==> src/rtl/image_pkg.sv <==
// ============================================================================
// image_pkg : shared sizes, pixel type and timing helper for image_scanner
// Rev 1.0
// ============================================================================
`default_nettype none

package image_pkg;

    localparam int IMG_W_LOG2 = 6;
    localparam int IMG_H_LOG2 = 5;
    localparam int ROM_AW     = 11;

    typedef struct packed {
        logic [5:0] r;
        logic [5:0] g;
        logic [5:0] b;
    } rgb666_t;

    function automatic int total(input int a, input int b, input int c, input int d);
        return a + b + c + d;
    endfunction

endpackage

`default_nettype wire

==> src/rtl/video_delay.sv <==
// ============================================================================
// video_delay : fixed-depth shift register with synchronous reset-to-value
// Rev 1.0
// ============================================================================
`default_nettype none

module video_delay #(
    parameter int               WIDTH   = 4,
    parameter int               DEPTH   = 3,
    parameter logic [WIDTH-1:0] RST_VAL = '0
) (
    input  logic             clk,
    input  logic             reset,
    input  logic [WIDTH-1:0] d_i,
    output logic [WIDTH-1:0] q_o
);

    logic [WIDTH-1:0] pipe_q [DEPTH];

    always_ff @(posedge clk) begin
        if (reset) begin
            for (int i = 0; i < DEPTH; i++) begin
                pipe_q[i] <= RST_VAL;
            end
        end else begin
            pipe_q[0] <= d_i;
            for (int i = 1; i < DEPTH; i++) begin
                pipe_q[i] <= pipe_q[i-1];
            end
        end
    end

    assign q_o = pipe_q[DEPTH-1];

endmodule

`default_nettype wire

==> src/rtl/image_scanner.sv <==
// ============================================================================
// image_scanner : raster timing, scaled 64x32 ROM fetch, latency-aligned RGB666
// Optional IMAGE_SCANNER_BORDER_EN: white one-pixel ring around the image
// Rev 1.0
// ============================================================================
`default_nettype none

module image_scanner
    import image_pkg::*;
#(
    parameter int          H_ACTIVE    = 640,
    parameter int          H_FP        = 16,
    parameter int          H_SYNC      = 96,
    parameter int          H_BP        = 48,
    parameter int          V_ACTIVE    = 480,
    parameter int          V_FP        = 10,
    parameter int          V_SYNC      = 2,
    parameter int          V_BP        = 33,
    parameter bit          SYNC_POL    = 1'b0,
    parameter int          SCALE_LOG2  = 3,
    parameter int          X_OFF       = 64,
    parameter int          Y_OFF       = 112,
    parameter int          ROM_LATENCY = 2,
    parameter logic [17:0] BG_COLOR    = 18'h0
) (
    input  logic              clk,
    input  logic              reset,
    output logic [ROM_AW-1:0] rom_ad,
    input  logic [17:0]       rom_data,
    output logic              hsync,
    output logic              vsync,
    output logic              de,
    output logic [5:0]        r,
    output logic [5:0]        g,
    output logic [5:0]        b
);

    localparam int H_TOTAL = total(H_ACTIVE, H_FP, H_SYNC, H_BP);
    localparam int V_TOTAL = total(V_ACTIVE, V_FP, V_SYNC, V_BP);
    localparam int H_CW    = ($clog2(H_TOTAL + 1) > IMG_W_LOG2) ? $clog2(H_TOTAL + 1) : IMG_W_LOG2;
    localparam int V_CW    = ($clog2(V_TOTAL + 1) > IMG_H_LOG2) ? $clog2(V_TOTAL + 1) : IMG_H_LOG2;
    localparam int WIN_W   = 1 << (IMG_W_LOG2 + SCALE_LOG2);
    localparam int WIN_H   = 1 << (IMG_H_LOG2 + SCALE_LOG2);

    localparam logic [H_CW-1:0] c_H_LAST = H_CW'(H_TOTAL - 1);
    localparam logic [H_CW-1:0] c_H_ACT  = H_CW'(H_ACTIVE);
    localparam logic [H_CW-1:0] c_HS_LO  = H_CW'(H_ACTIVE + H_FP);
    localparam logic [H_CW-1:0] c_HS_HI  = H_CW'(H_ACTIVE + H_FP + H_SYNC);
    localparam logic [H_CW-1:0] c_X_LO   = H_CW'(X_OFF);
    localparam logic [H_CW-1:0] c_X_HI   = H_CW'(X_OFF + WIN_W);
    localparam logic [V_CW-1:0] c_V_LAST = V_CW'(V_TOTAL - 1);
    localparam logic [V_CW-1:0] c_V_ACT  = V_CW'(V_ACTIVE);
    localparam logic [V_CW-1:0] c_VS_LO  = V_CW'(V_ACTIVE + V_FP);
    localparam logic [V_CW-1:0] c_VS_HI  = V_CW'(V_ACTIVE + V_FP + V_SYNC);
    localparam logic [V_CW-1:0] c_Y_LO   = V_CW'(Y_OFF);
    localparam logic [V_CW-1:0] c_Y_HI   = V_CW'(Y_OFF + WIN_H);

    localparam int F_HS   = 0;
    localparam int F_VS   = 1;
    localparam int F_DE   = 2;
    localparam int F_WIN  = 3;
`ifdef IMAGE_SCANNER_BORDER_EN
    localparam int F_RING = 4;
    localparam int FLAG_W = 5;
`else
    localparam int FLAG_W = 4;
`endif

    if ((X_OFF < 0) || (Y_OFF < 0) || (X_OFF + WIN_W > H_ACTIVE) || (Y_OFF + WIN_H > V_ACTIVE))
    begin : g_win_check
        $fatal(1, "image_scanner: image window does not fit inside the active area");
    end

    logic [H_CW-1:0]       h_cnt_q, h_cnt_d;
    logic [V_CW-1:0]       v_cnt_q, v_cnt_d;
    logic [ROM_AW-1:0]     rom_ad_q;
    logic                  hsync_q, vsync_q, de_q;
    rgb666_t               rgb_q, rgb_d;

    logic                  w_hs, w_vs, w_de, w_in_win;
    logic [H_CW-1:0]       w_h_rel;
    logic [V_CW-1:0]       w_v_rel;
    logic [IMG_W_LOG2-1:0] w_col;
    logic [IMG_H_LOG2-1:0] w_row;
    logic [FLAG_W-1:0]     w_flags, w_dly;

    always_comb begin
        h_cnt_d = h_cnt_q + H_CW'(1);
        v_cnt_d = v_cnt_q;
        if (h_cnt_q == c_H_LAST) begin
            h_cnt_d = '0;
            v_cnt_d = (v_cnt_q == c_V_LAST) ? '0 : v_cnt_q + V_CW'(1);
        end
    end

    assign w_hs     = (h_cnt_q >= c_HS_LO) && (h_cnt_q < c_HS_HI);
    assign w_vs     = (v_cnt_q >= c_VS_LO) && (v_cnt_q < c_VS_HI);
    assign w_de     = (h_cnt_q < c_H_ACT) && (v_cnt_q < c_V_ACT);
    assign w_in_win = w_de && (h_cnt_q >= c_X_LO) && (h_cnt_q < c_X_HI)
                           && (v_cnt_q >= c_Y_LO) && (v_cnt_q < c_Y_HI);

    // Offsets wrap outside the window, but the address is forced to 0 there.
    assign w_h_rel = h_cnt_q - c_X_LO;
    assign w_v_rel = v_cnt_q - c_Y_LO;
    assign w_col   = IMG_W_LOG2'(w_h_rel >> SCALE_LOG2);
    assign w_row   = IMG_H_LOG2'(w_v_rel >> SCALE_LOG2);

`ifdef IMAGE_SCANNER_BORDER_EN
    logic [H_CW:0] w_h_p1;
    logic [V_CW:0] w_v_p1;
    logic          w_ring;

    // Compare counter+1 against the offset so a zero offset cannot underflow.
    assign w_h_p1  = {1'b0, h_cnt_q} + (H_CW+1)'(1);
    assign w_v_p1  = {1'b0, v_cnt_q} + (V_CW+1)'(1);
    assign w_ring  = w_de && !w_in_win
                     && (w_h_p1 >= (H_CW+1)'(X_OFF)) && (h_cnt_q <= c_X_HI)
                     && (w_v_p1 >= (V_CW+1)'(Y_OFF)) && (v_cnt_q <= c_Y_HI);
    assign w_flags = {w_ring, w_in_win, w_de, w_vs, w_hs};
`else
    assign w_flags = {w_in_win, w_de, w_vs, w_hs};
`endif

    always_ff @(posedge clk) begin
        if (reset) begin
            h_cnt_q  <= '0;
            v_cnt_q  <= '0;
            rom_ad_q <= '0;
        end else begin
            h_cnt_q  <= h_cnt_d;
            v_cnt_q  <= v_cnt_d;
            rom_ad_q <= w_in_win ? {w_row, w_col} : '0;
        end
    end

    // One stage for the address register plus ROM_LATENCY for the ROM itself.
    video_delay #(
        .WIDTH   (FLAG_W),
        .DEPTH   (ROM_LATENCY + 1),
        .RST_VAL ('0)
    ) u_flag_dly (
        .clk   (clk),
        .reset (reset),
        .d_i   (w_flags),
        .q_o   (w_dly)
    );

    always_comb begin
        rgb_d = '0;
        if (w_dly[F_DE]) begin
            if (w_dly[F_WIN]) begin
                rgb_d = rom_data;
            end
`ifdef IMAGE_SCANNER_BORDER_EN
            else if (w_dly[F_RING]) begin
                rgb_d = 18'h3FFFF;
            end
`endif
            else begin
                rgb_d = BG_COLOR;
            end
        end
    end

    always_ff @(posedge clk) begin
        if (reset) begin
            hsync_q <= ~SYNC_POL;
            vsync_q <= ~SYNC_POL;
            de_q    <= 1'b0;
            rgb_q   <= '0;
        end else begin
            hsync_q <= w_dly[F_HS] ? SYNC_POL : ~SYNC_POL;
            vsync_q <= w_dly[F_VS] ? SYNC_POL : ~SYNC_POL;
            de_q    <= w_dly[F_DE];
            rgb_q   <= rgb_d;
        end
    end

    assign rom_ad = rom_ad_q;
    assign hsync  = hsync_q;
    assign vsync  = vsync_q;
    assign de     = de_q;
    assign r      = rgb_q.r;
    assign g      = rgb_q.g;
    assign b      = rgb_q.b;

endmodule

`default_nettype wire

==> config.mk <==
export PLATFORM = sky130hd
export DESIGN_NAME = image_scanner
export DESIGN_NICKNAME = d
export VERILOG_FILES = /design/src/rtl/image_pkg.sv /design/src/rtl/video_delay.sv /design/src/rtl/image_scanner.sv
export SDC_FILE = /design/constraint.sdc
export NUM_CORES = 1
export LEC_CHECK = 0
export BUFFER_PORTS_ARGS = -buffer_cell sky130_fd_sc_hd__buf_2
export CAP_MARGIN = 10
export CORE_UTILIZATION = 57
export DETAILED_ROUTE_END_ITERATION = 8
export GPL_TIMING_DRIVEN = 0
export PLACE_DENSITY_LB_ADDON = 0.25
export SETUP_SLACK_MARGIN = 0.1
export SYNTH_ARGS = -nofsm -noshare
export SYNTH_HDL_FRONTEND = slang
export SYNTH_SLANG_ARGS = --single-unit
==> constraint.sdc <==
create_clock -name clk -period 2.5 [get_ports clk]
set_input_delay 0.125 -clock clk [delete_from_list [all_inputs] [get_ports clk]]
set_output_delay 0.125 -clock clk [all_outputs]
set_load 0.02 [all_outputs]
# --- Word-level counts from Yosys, hierarchy flattened ---
# Memory sizes are Yosys's and may differ from the RTL's.
# Index checks and enable logic that the tools add are counted.
word_totals:
  n_memories: 1
  input_bits: 20
  regBits: 52
  word_cells: 51
  mem_bits_rw: 12
classes:
  order_cmp: 10
  bitwise: 6
  n_addsub: 4
  reduce_logical: 10
  muxes: 9
  n_eq_ne: 2
mem_list:
  columns: ["memory", "depth", "word_bits", "read_ports", "rd_ports_with_merged_regs", "wr", "line_no", "rtl"]
  rows:
  - ["u_flag_dly.pipe_q", 3, 4, 3, 0, 3, "video_delay.sv:18", "logic [WIDTH-1:0] pipe_q [DEPTH];"]
ops:
  columns: ["op", "count"]
  rows:
  - ["$lt 10x10->1 const B", 3]
  - ["$lt 10x9->1 const B", 3]
  - ["$add 10x1->10 const B", 2]
  - ["$eq 10x10->1 const B", 2]
  - ["$ge 10x7->1 const B", 2]
  - ["$mux 4", 3]
  - ["$ge 10x10->1 const B", 1]
  - ["$ge 10x9->1 const B", 1]
  - ["$mux 10", 1]
  - ["$sub 9x7->9 const B", 1]
  - ["$sub 8x7->8 const B", 1]
  - ["$logic_and 1x1->1", 7]
  - ["$mux 1", 5]
  - ["$reduce_or 2->1", 2]
  - ["$not 1->1", 3]
  - ["$or 1x1->1", 3]
  - ["$reduce_or 3->1", 1]

# --- Depth between registers and ports, before layout ---
# Gate-level depths: netlist (run 1).
logic_depth:
  ltp_word: 8
  depth_mapped: 7
  depth_no_buf: 7

# --- Hierarchy ---
# Synthesis (run 1) repeated with hierarchy kept, for this count alone.
hier_totals:
  hier_cells: 251
  area_unflattened_um2: 2507.4
by_module_without_submodules:
  columns: ["mod", "area_each_um2", "instances", "seq_area_each_um2", "cells_each"]
  rows:
  - ["image_scanner", 2110.8, 1, 1041.0, 222]
  - ["video_delay", 396.6, 1, 240.2, 29]

# --- Worst setup path before layout (run 1) ---
# OpenSTA, ideal clock, no wires.
synth_path:
  kind: "register to register"
  startpoint: "register h_cnt_q[6]"
  endpoint: "register v_cnt_q[9]"
  required_time_ns: 2.373
  setup_time_ns: 0.127
  t_arrival_ns: 1.499
  path_slack_ns: 0.873
  stages_incl_launch_ff: 7
  n_path_buf: 0
  path_cell_list: "dfxtp_1 inv_1 ha_1 nand4b_4 or2_4 o41ai_2 a21oi_1"
synth_via:
  elab_chain_len: 1
synth_rtl:
  columns: ["element", "line_no", "rtl"]
  rows:
  - ["from (decl)", "image_scanner.sv:74", "logic [H_CW-1:0] h_cnt_q, h_cnt_d;"]
  - ["from (signal assigned)", "image_scanner.sv:130", "h_cnt_q <= h_cnt_d;"]
  - ["$eq 10x10->1", "image_scanner.sv:90", "if (h_cnt_q == c_H_LAST) begin"]
  - ["to (signal assigned)", "image_scanner.sv:131", "v_cnt_q <= v_cnt_d;"]
  - ["to (decl)", "image_scanner.sv:75", "logic [V_CW-1:0] v_cnt_q, v_cnt_d;"]
# Every way passes these cells.
# A chain may end at the register's enable or synchronous reset.

# --- Worst setup path after layout (run 1) ---
# Same ends and word-level chain as after synthesis.

==> metrics.sh, run 1 <==
RUN_STATUS='completed'
FIN_CRIT_NS=1.83
IO_BUF_COUNT=51
DIE_X_UM=67.3
PLACE_HPWL_UM=2940
WORSTHOLDSTART='rom_data[5]'
TIMING.RR.END='v_cnt_q[9]$_SDFFE_PP0P_'
CTS_MAX_LEVEL=3
ROOT_BUFFER='clkbuf_8'
FINISH.CELL_COUNT_WITHOUT_FILLERS=361
SETUP.WORST_PATH.END_CLASS='flop'
MAX-SLEW-MARGIN-REL_PCT=69.9
CTS_BUFFER_DEPTH=2
POWER_mW=1.97
CTS_HOLD_BUFFERS=0
GRT.OVERFLOW.TOTAL=0
DETAILEDROUTE.FIRSTITERATIONVIOLATIONS=66
TOTALWIRELENGTH_UM=4300
SYNTH_ENABLE_FLOP_CELLS=0
VIA_PER_INST=5.08
FINALCRITPERIODSHARE_PCT=73.3
SYN-CELL-AREA_UM2=2430
CRITICAL_PATH_CLASS='reg2reg'
INSERTEDDIODECOUNT=0
FF2FF_SETUP_SLACK_NS=0.67
POSTLAYOUTCOREUTIL_PCT=72.9
CLOCK_SKEW_NS=0.00745
WORST_R2R_PATH_DEPTH=6
SYNTHTOPCELLSBYAREA='dfxtp_1, ha_1, and3_1, xnor2_1, nor2_1'
CTS_TREE='built'
DESIGN.DIE.AREA_UM2=4530
SYNTH_TOP_AREA_SHARE_PCT=52.6
DRV_CAP=0
TIMING.FINAL.SETUP_VIOLATIONS=0
GLOBAL_ROUTE_MET2_USAGE_PCT=33.6
ASYNC_SET_OR_RESET_REGISTER_RATIO_AFTER_SYNTHESIS_PCT=0
UNREPAIRED_SETUP_ENDPOINTS_AFTER_GLOBAL_ROUTING='no'
DETAIL_ROUTE.WL_PER_CELL_UM=11.9
ANT_NETS=0
TIMING.HOLD.WORST_ENDPOINT='b[5]$_SDFF_PP0_'
YS.WARNINGS.COUNT=0
SYNTH_LARGEST_AREA_CELL='dfxtp_1'
VIAS=1834
PLACE_WORST_SETUP_SLACK_NS=0.697
CTS.SINKS=64
GRTUSAGEMET3_PCT=6.76
FIN_SETUP_TNS_NS=0
HOLD_VIOL_FINAL=0
YOSYS.CELL_TYPES.COUNT=37
PLACEMENTROWS=23
CLOCK.FMAX_MHz=546
SYNTH_TOP_FLOP_CELL='dfxtp_1'
HP-CLASS='in2reg'
WORST-SLEW-PIN-TRANSITION_NS=0.452
CTS_MADE_BUFFERS=9
SYNTH_CELLS=244
TIMING.CRITICAL_PATH.FROM_TYPE='flop'
ANTENNA_FOUND_INITIAL=0
GRT_MAX_DEGREE=12
POWER.STATIC_LEAKAGE_nW=1.34
REGISTER_AREA_SHARE_AFTER_SYNTHESIS_PCT=52.6
MET1_USAGE_PCT=25.0
MIN_PATH_CELLS=2
IOS=52
START_UTIL_PCT=60.0
FILL_CELL_INSTANCE_COUNT_OF_THE_FINAL_LAYOUT=290
NUMPLACEDINSTANCES=345
PATH_CLK_SLEW_NS=0.07
FINALMAXSLEWVIOLATIONS=0
FP.COREAREA_UM2=4060
LAYOUT-DRIVE-GT1-SHARE_PCT=25.1
SYN_NETS=276
NUM-NETS-FINAL=338
SETUP_SLACK_NS=0.667
PER_INSTANCE_AVERAGE_AREA_AFTER_SYNTHESIS_UM2=9.97
GRT_FIRST_PASS_WIRELENGTH_UM=6920
CRITPATHARRIVALTIME_NS=2.04
CLOCK_LATENCY_ON_THE_WORST_SKEW_PAIR_NS=0.33
DRT_FIRST_PASS_ITERS=4
GR-USAGE-ALL-LAYERS_PCT=21.2
SYN2LAYOUT_AREA_GROWTH_PCT=21.5
SYNTH_REGISTER_BITS=64
PEAKVDDDROP_mV=0.403
GR-MAX-USAGE-LAYER='met2'
FIRST_GLOBAL_VIAS=1604
POST_CTS_RESIZE_COUNT=0
FP.DIEH_UM=67.3
GPL.FINAL_WEIGHTED_CONGESTION=0.896
POWERDENSITY_nW_PER_UM2=667
WORSTPATHMAXFANOUT=10
CTS.REPAIR_TIMING.SETUP_BUFFER_COUNT=0
WORSTREG2REGSTART='h_cnt_q[6]$_SDFF_PP0_'
WORST-ENDPOINT-REQUIRED_NS=2.70
DRC=0
## cells in the mapped netlist, types with 6 or more instances
library cell	instances
a21oi_1	6
and2_1	6
and3_1	21
clkbuf_1	9
dfxtp_1	64
ha_1	12
inv_1	12
nand2_1	9
nand2b_1	6
nand3_1	12
nor2_1	26
nor2b_1	9
xnor2_1	12
## worst max-delay path by stage
stage	start	to	slack (ns)
6_report	h_cnt_q[6]$_SDFF_PP0_	v_cnt_q[9]$_SDFFE_PP0P_	0.67
3_5_place_dp	h_cnt_q[6]$_SDFF_PP0_	v_cnt_q[9]$_SDFFE_PP0P_	0.70
4_1_cts	h_cnt_q[6]$_SDFF_PP0_	v_cnt_q[9]$_SDFFE_PP0P_	0.67
3_3_place_gp	h_cnt_q[6]$_SDFF_PP0_	v_cnt_q[9]$_SDFFE_PP0P_	0.71
2_1_floorplan	h_cnt_q[6]$_SDFF_PP0_	v_cnt_q[9]$_SDFFE_PP0P_	0.87
5_1_grt	h_cnt_q[6]$_SDFF_PP0_	v_cnt_q[9]$_SDFFE_PP0P_	0.54
## critical path, stage by stage (launching register included)
cell and delay (ns):
dfxtp_1 0.35, inv_1 0.13, ha_1 0.25, nand4b_4 0.21
or2_4 0.31, o41ai_2 0.35, a21oi_1 0.10
## cells by family after synthesis
logic type / Yosys count / synth area share (%)
AO/OA/AOI/OAI: 14 / 3.96
XOR/XNOR: 16 / 5.76
adder cells (fa/ha/maj): 12 / 6.17
buffers and inverters: 25 / 4.01
flip-flops: 64 / 52.6
AND/OR/NAND/NOR: 113 / 27.5
## power by group
group | internal (mW) | leakage, nW | switching (mW) | total (mW)
logic | 0.0232 | 0.719 | 0.0253 | 0.0485
clock network | 0.511 | 0.101 | 0.379 | 0.890
registers | 1.03 | 0.517 | 0.00710 | 1.03
## flip-flops by register name (all words and copies together) (netlist names)
register	cells
rom_ad	11
v_cnt_q	10
hsync	1
g	6
r	6
h_cnt_q	10
vsync	1
u_flag_dly.pipe_q	12
b	6
de	1
## metrics by stage
step	area [um2]	hold WS, ns
floorplan	2430	0.278
global placement	2750	0.358
detailed placement	2750	0.361
CTS	2960	0.0119
global route	2960	0.00792
finish	2960	0.0213
## placed cells by master (no fill, tap or decap), types with 2 or more instances in the layout
cell type | Yosys | layout
clkbuf_1 | 9 | 9
and2_1 | 6 | 6
inv_1 | 12 | 12
clkinv_2 | 0 | 2
nor3_1 | 5 | 5
ha_1 | 12 | 12
o21ai_0 | 2 | 2
and3_1 | 21 | 21
dfxtp_1 | 64 | 64
nand4_1 | 3 | 3
nand2_1 | 9 | 9
nor4_1 | 3 | 3
nor2_1 | 26 | 26
buf_2 | 2 | 53
and4_1 | 3 | 3
clkinvlp_4 | 0 | 2
a21oi_1 | 6 | 6
xnor2_1 | 12 | 12
xor2_1 | 4 | 4
nand2b_1 | 6 | 6
and4b_1 | 2 | 2
nand3_1 | 12 | 12
clkbuf_8 | 0 | 11
nor2b_1 | 9 | 9
## cell type report
| cell class | count | area (um2) | share of cell area (%) |
|---|---|---|---|
| multi-input cells | 155 | 1050 | 35.7 |
| clock buffers | 11 | 151 | 5.12 |
| plain buffers | 12 | 48.8 | 1.65 |
| inverters | 13 | 48.8 | 1.65 |
| flip-flops and latches | 64 | 1280 | 43.3 |
| repair buffers | 51 | 255 | 8.63 |
| clock inverters | 5 | 55.1 | 1.86 |
| well taps | 50 | 62.6 | 2.12 |
## routing by layer
metal	up-vias	share of wire (%)	wire length (um)
met5	-	0	0
met4	0	2.2	96
met3	12	6.4	276
met2	62	45	1940
met1	821	46	1990
li1	939	-	-
Note: power is estimated with default switching activity, not from simulation.
==> inputs of run 2 (changes only) <==
--- a/config.mk
+++ b/config.mk
@@ -7,7 +7,7 @@
 export LEC_CHECK = 0
 export BUFFER_PORTS_ARGS = -buffer_cell sky130_fd_sc_hd__buf_2
 export CAP_MARGIN = 10
-export CORE_UTILIZATION = 57
+export CORE_UTILIZATION = 48
 export DETAILED_ROUTE_END_ITERATION = 8
 export GPL_TIMING_DRIVEN = 0
 export PLACE_DENSITY_LB_ADDON = 0.25
==> constraint.sdc (replaced) <==
create_clock -name clk -period 1.6 [get_ports clk]
set_input_delay 0.08 -clock clk [delete_from_list [all_inputs] [get_ports clk]]
set_output_delay 0.08 -clock clk [all_outputs]
set_load 0.02 [all_outputs]
==> run 2 against run 1 <==
  * Critical path depth increased by 1
  * Die area increased by 18%
  * Worst hold slack improved by 0.25 ns
  * Combinational power increased by 140%
  * Largest power group unchanged
  * Fmax increased by 18%
  * Sequential power increased by 57%
  * Via count increased by 8.1%
  * Non-clock buffer count increased by 30
  * Global-route usage decreased by 1.4 points
  * Clock power increased by 37%
  * Sequential share of layout area decreased by 4.3 points
  * First-iteration DRC count increased by 18%
==> metrics.sh, run 2 (synthesis gave the netlist of run 1 again) <==
INSERTEDDIODECOUNT=0
FINALMAXSLEWVIOLATIONS=0
PATH_CLK_SLEW_NS=0.07
CPMAXSTAGEDELAYCELL='dfxtp_4'
TIMING.HOLD.WORST_ENDPOINT='u_flag_dly.pipe_q[0][5]$_SDFF_PP0_'
ROOT_BUFFER='clkbuf_8'
SETUP.WORST_PATH.END_CLASS='flop'
LAYOUT-DRIVE-GT1-SHARE_PCT=32.9
FIRST_GLOBAL_VIAS=1777
IO_BUF_COUNT=51
POWER.STATIC_LEAKAGE_nW=1.47
ANTENNA_FOUND_INITIAL=0
UNREPAIRED_SETUP_ENDPOINTS_AFTER_GLOBAL_ROUTING='yes'
WORSTHOLDSTART='reset'
CRITICAL_PATH_CLASS='reg2reg'
FP.DIEH_UM=73.2
CP_TOP_FAMILY='simple AND/OR/NAND/NOR gates'
TOTALWIRELENGTH_UM=5070
ANT_NETS=0
VIA_PER_INST=4.87
GPL.FINAL_WEIGHTED_CONGESTION=0.859
DPL-INSTANCE-AREA_UM2=2800
NUMPLACEDINSTANCES=362
CLOCK_SKEW_NS=0.00551
PEAKVDDDROP_mV=0.520
INTERNAL_POWER_mW=2.30
SWSHARE_PCT=22.1
LARGEST_REGISTER_FF_COUNT=12
MET2_LENGTH_UM=2420
CTS_MADE_BUFFERS=9
POWERDENSITY_nW_PER_UM2=890
DETAIL_ROUTE.WL_PER_CELL_UM=12.5
FIN_CRIT_NS=1.56
DRT_FIRST_PASS_ITERS=4
FINALCRITPERIODSHARE_PCT=97.4
DESIGN.DIE.AREA_UM2=5360
DRV_CAP=0
CELLS_ALONG_THE_CRITICAL_PATH='inv_2 -> ha_2 -> nor4bb_2 -> a211o_1 -> nand4_4 -> buf_4 -> nor2_1'
PLACE_HPWL_UM=2990
FP.COREAREA_UM2=4790
TIMING.CRITICAL_PATH.FROM_TYPE='flop'
MAX-SLEW-MARGIN-REL_PCT=69.6
CLOCK_LATENCY_ON_THE_WORST_SKEW_PAIR_NS=0.33
WORST-ENDPOINT-REQUIRED_NS=1.87
ROUTED.TOP_LAYER='met4'
DETAILEDROUTE.FIRSTITERATIONVIOLATIONS=78
WORSTREG2REGSTART='h_cnt_q[0]$_SDFF_PP0_'
CP.BUFFERS_INVERTERS=2
WORSTPATHMAXFANOUT=5
PWR-SHARE-CLK_PCT=41.4
WORST_R2R_PATH_DEPTH=7
FIN_SETUP_TNS_NS=0
CRITPATHARRIVALTIME_NS=1.83
HOLD_VIOL_FINAL=0
CLOCK.FMAX_MHz=642
REGMOSTFLOPS='u_flag_dly.pipe_q'
STARTPOINT='h_cnt_q[0]$_SDFF_PP0_'
WIRELENGTH_MET1_UM=2280
FINAL_COMMON_CELL='dfxtp_1'
PLACEMENTROWS=25
NUM-NETS-FINAL=368
POSTLAYOUTCOREUTIL_PCT=69.5
POWER.COMBINATIONAL.FRACTION_PCT=4.0
TIMING.FINAL.SETUP_VIOLATIONS=0
GRT.OVERFLOW.TOTAL=0
FF2FF_SETUP_SLACK_NS=0.04
START_UTIL_PCT=50.8
VIAS=1983
CTS_BUFFER_DEPTH=2
HP-CLASS='in2reg'
ROUTE.MET3.WL_UM=278
PWR-SHARE-SEQ_PCT=54.6
FINISH.CELL_COUNT_WITHOUT_FILLERS=407
SYN2LAYOUT_AREA_GROWTH_PCT=36.7
FINISH.INSTANCE_AREA_UM2=3330
IOS=52
LAYOUT.CELLS.MOST_COMMON_LIST='dfxtp_1, buf_2, nor2_1, and3_1, dlygate4sd3_1'
TIMING.RR.END='rom_ad[9]$_SDFF_PP0_'
MIN_PATH_CELLS=3
GRT_MAX_DEGREE=11
FIN_HOLD_WS_NS=0.267
GR-USAGE-ALL-LAYERS_PCT=19.8
WORST-SLEW-PIN-TRANSITION_NS=0.456
GRT_FIRST_PASS_WIRELENGTH_UM=8000
NETSWITCHINGPOWER_mW=0.655
RUN_STATUS='completed'
CTS_TREE='built'
SLOWEST_DELAY_NS=0.37
CTS.SINKS=64
DRC=0
CTS_MAX_LEVEL=3
DIE_X_UM=73.2
==> run 2: cell types whose count changed in the layout (fill, tap and decap cells not counted), sizes merged <==
cell | previous run | this run
dlygate4sd3 | 0 | 18
clkbuf | 21 | 23
buf | 53 | 64
clkinvlp | 2 | 1
bufinv | 1 | 0
==> run 2: worst max-delay path by stage <==
stage / end / slack, ns / cells after the start
after floorplan: rom_ad[0]$_SDFF_PP0_ / 0.14 / 7
after detailed placement: rom_ad[8]$_SDFF_PP0_ / -0.14 / 6
after global routing: rom_ad[4]$_SDFF_PP0_ / -0.08 / 7
after global placement: rom_ad[6]$_SDFF_PP0_ / -0.13 / 6
final: rom_ad[9]$_SDFF_PP0_ / 0.04 / 7
after CTS: rom_ad[8]$_SDFF_PP0_ / 0.04 / 7
==> run 2: timing repair <==
| item | 4_1_cts | 5_1_grt |
|---|---|---|
| resized for setup | 9 | 18 |
| hold buffers | 18 | 0 |
| setup buffers | 7 | 5 |
| endpoints found under the hold margin | 18 | 0 |
| setup endpoints to repair | 27 | 24 |
| pin swaps | 3 | 7 |
==> run 2: power groups by stage <==
stage	combinational [mW]	sequential (mW)	clock [mW]
detailed placement	0.0776	1.66	0
global placement	0.0761	1.65	0
finish	0.117	1.62	1.22
global route	0.129	1.62	1.32
CTS	0.114	1.62	1.25
floorplan	0.0434	1.65	0
==> run 2: tightest hold or removal path: stages <==
cell and delay (ns):
buf_2 0.10, clkbuf_1 0.23, nor2b_1 0.15
==> run 2: per-layer routing <==
layer  vias to the layer above  global-route usage [%]
met1                       909                    24.4
met2                        65                    32.0
li1                        998                       -
met4                         0                    11.3
met3                        11                    4.28
met5                         -                       0
==> run 2: area by class of cell <==
class	instances	area, um2
inverter	13	56.3
multi-input combinational	155	1140
clock inverter	3	17.5
buffer	12	52.6
fill	363	1460
timing repair buffer	81	526
clock buffer	12	155
sequential	64	1300
tap	67	83.8
==> run 2: stage by stage <==
step / setup WS [ns] / total power, mW
6_report: 0.0421 / 2.96
3_5_place_dp: -0.143 / 1.73
3_3_place_gp: -0.128 / 1.73
2_1_floorplan: 0.139 / 1.70
5_1_grt: -0.0798 / 3.07
4_1_cts: 0.0418 / 2.98
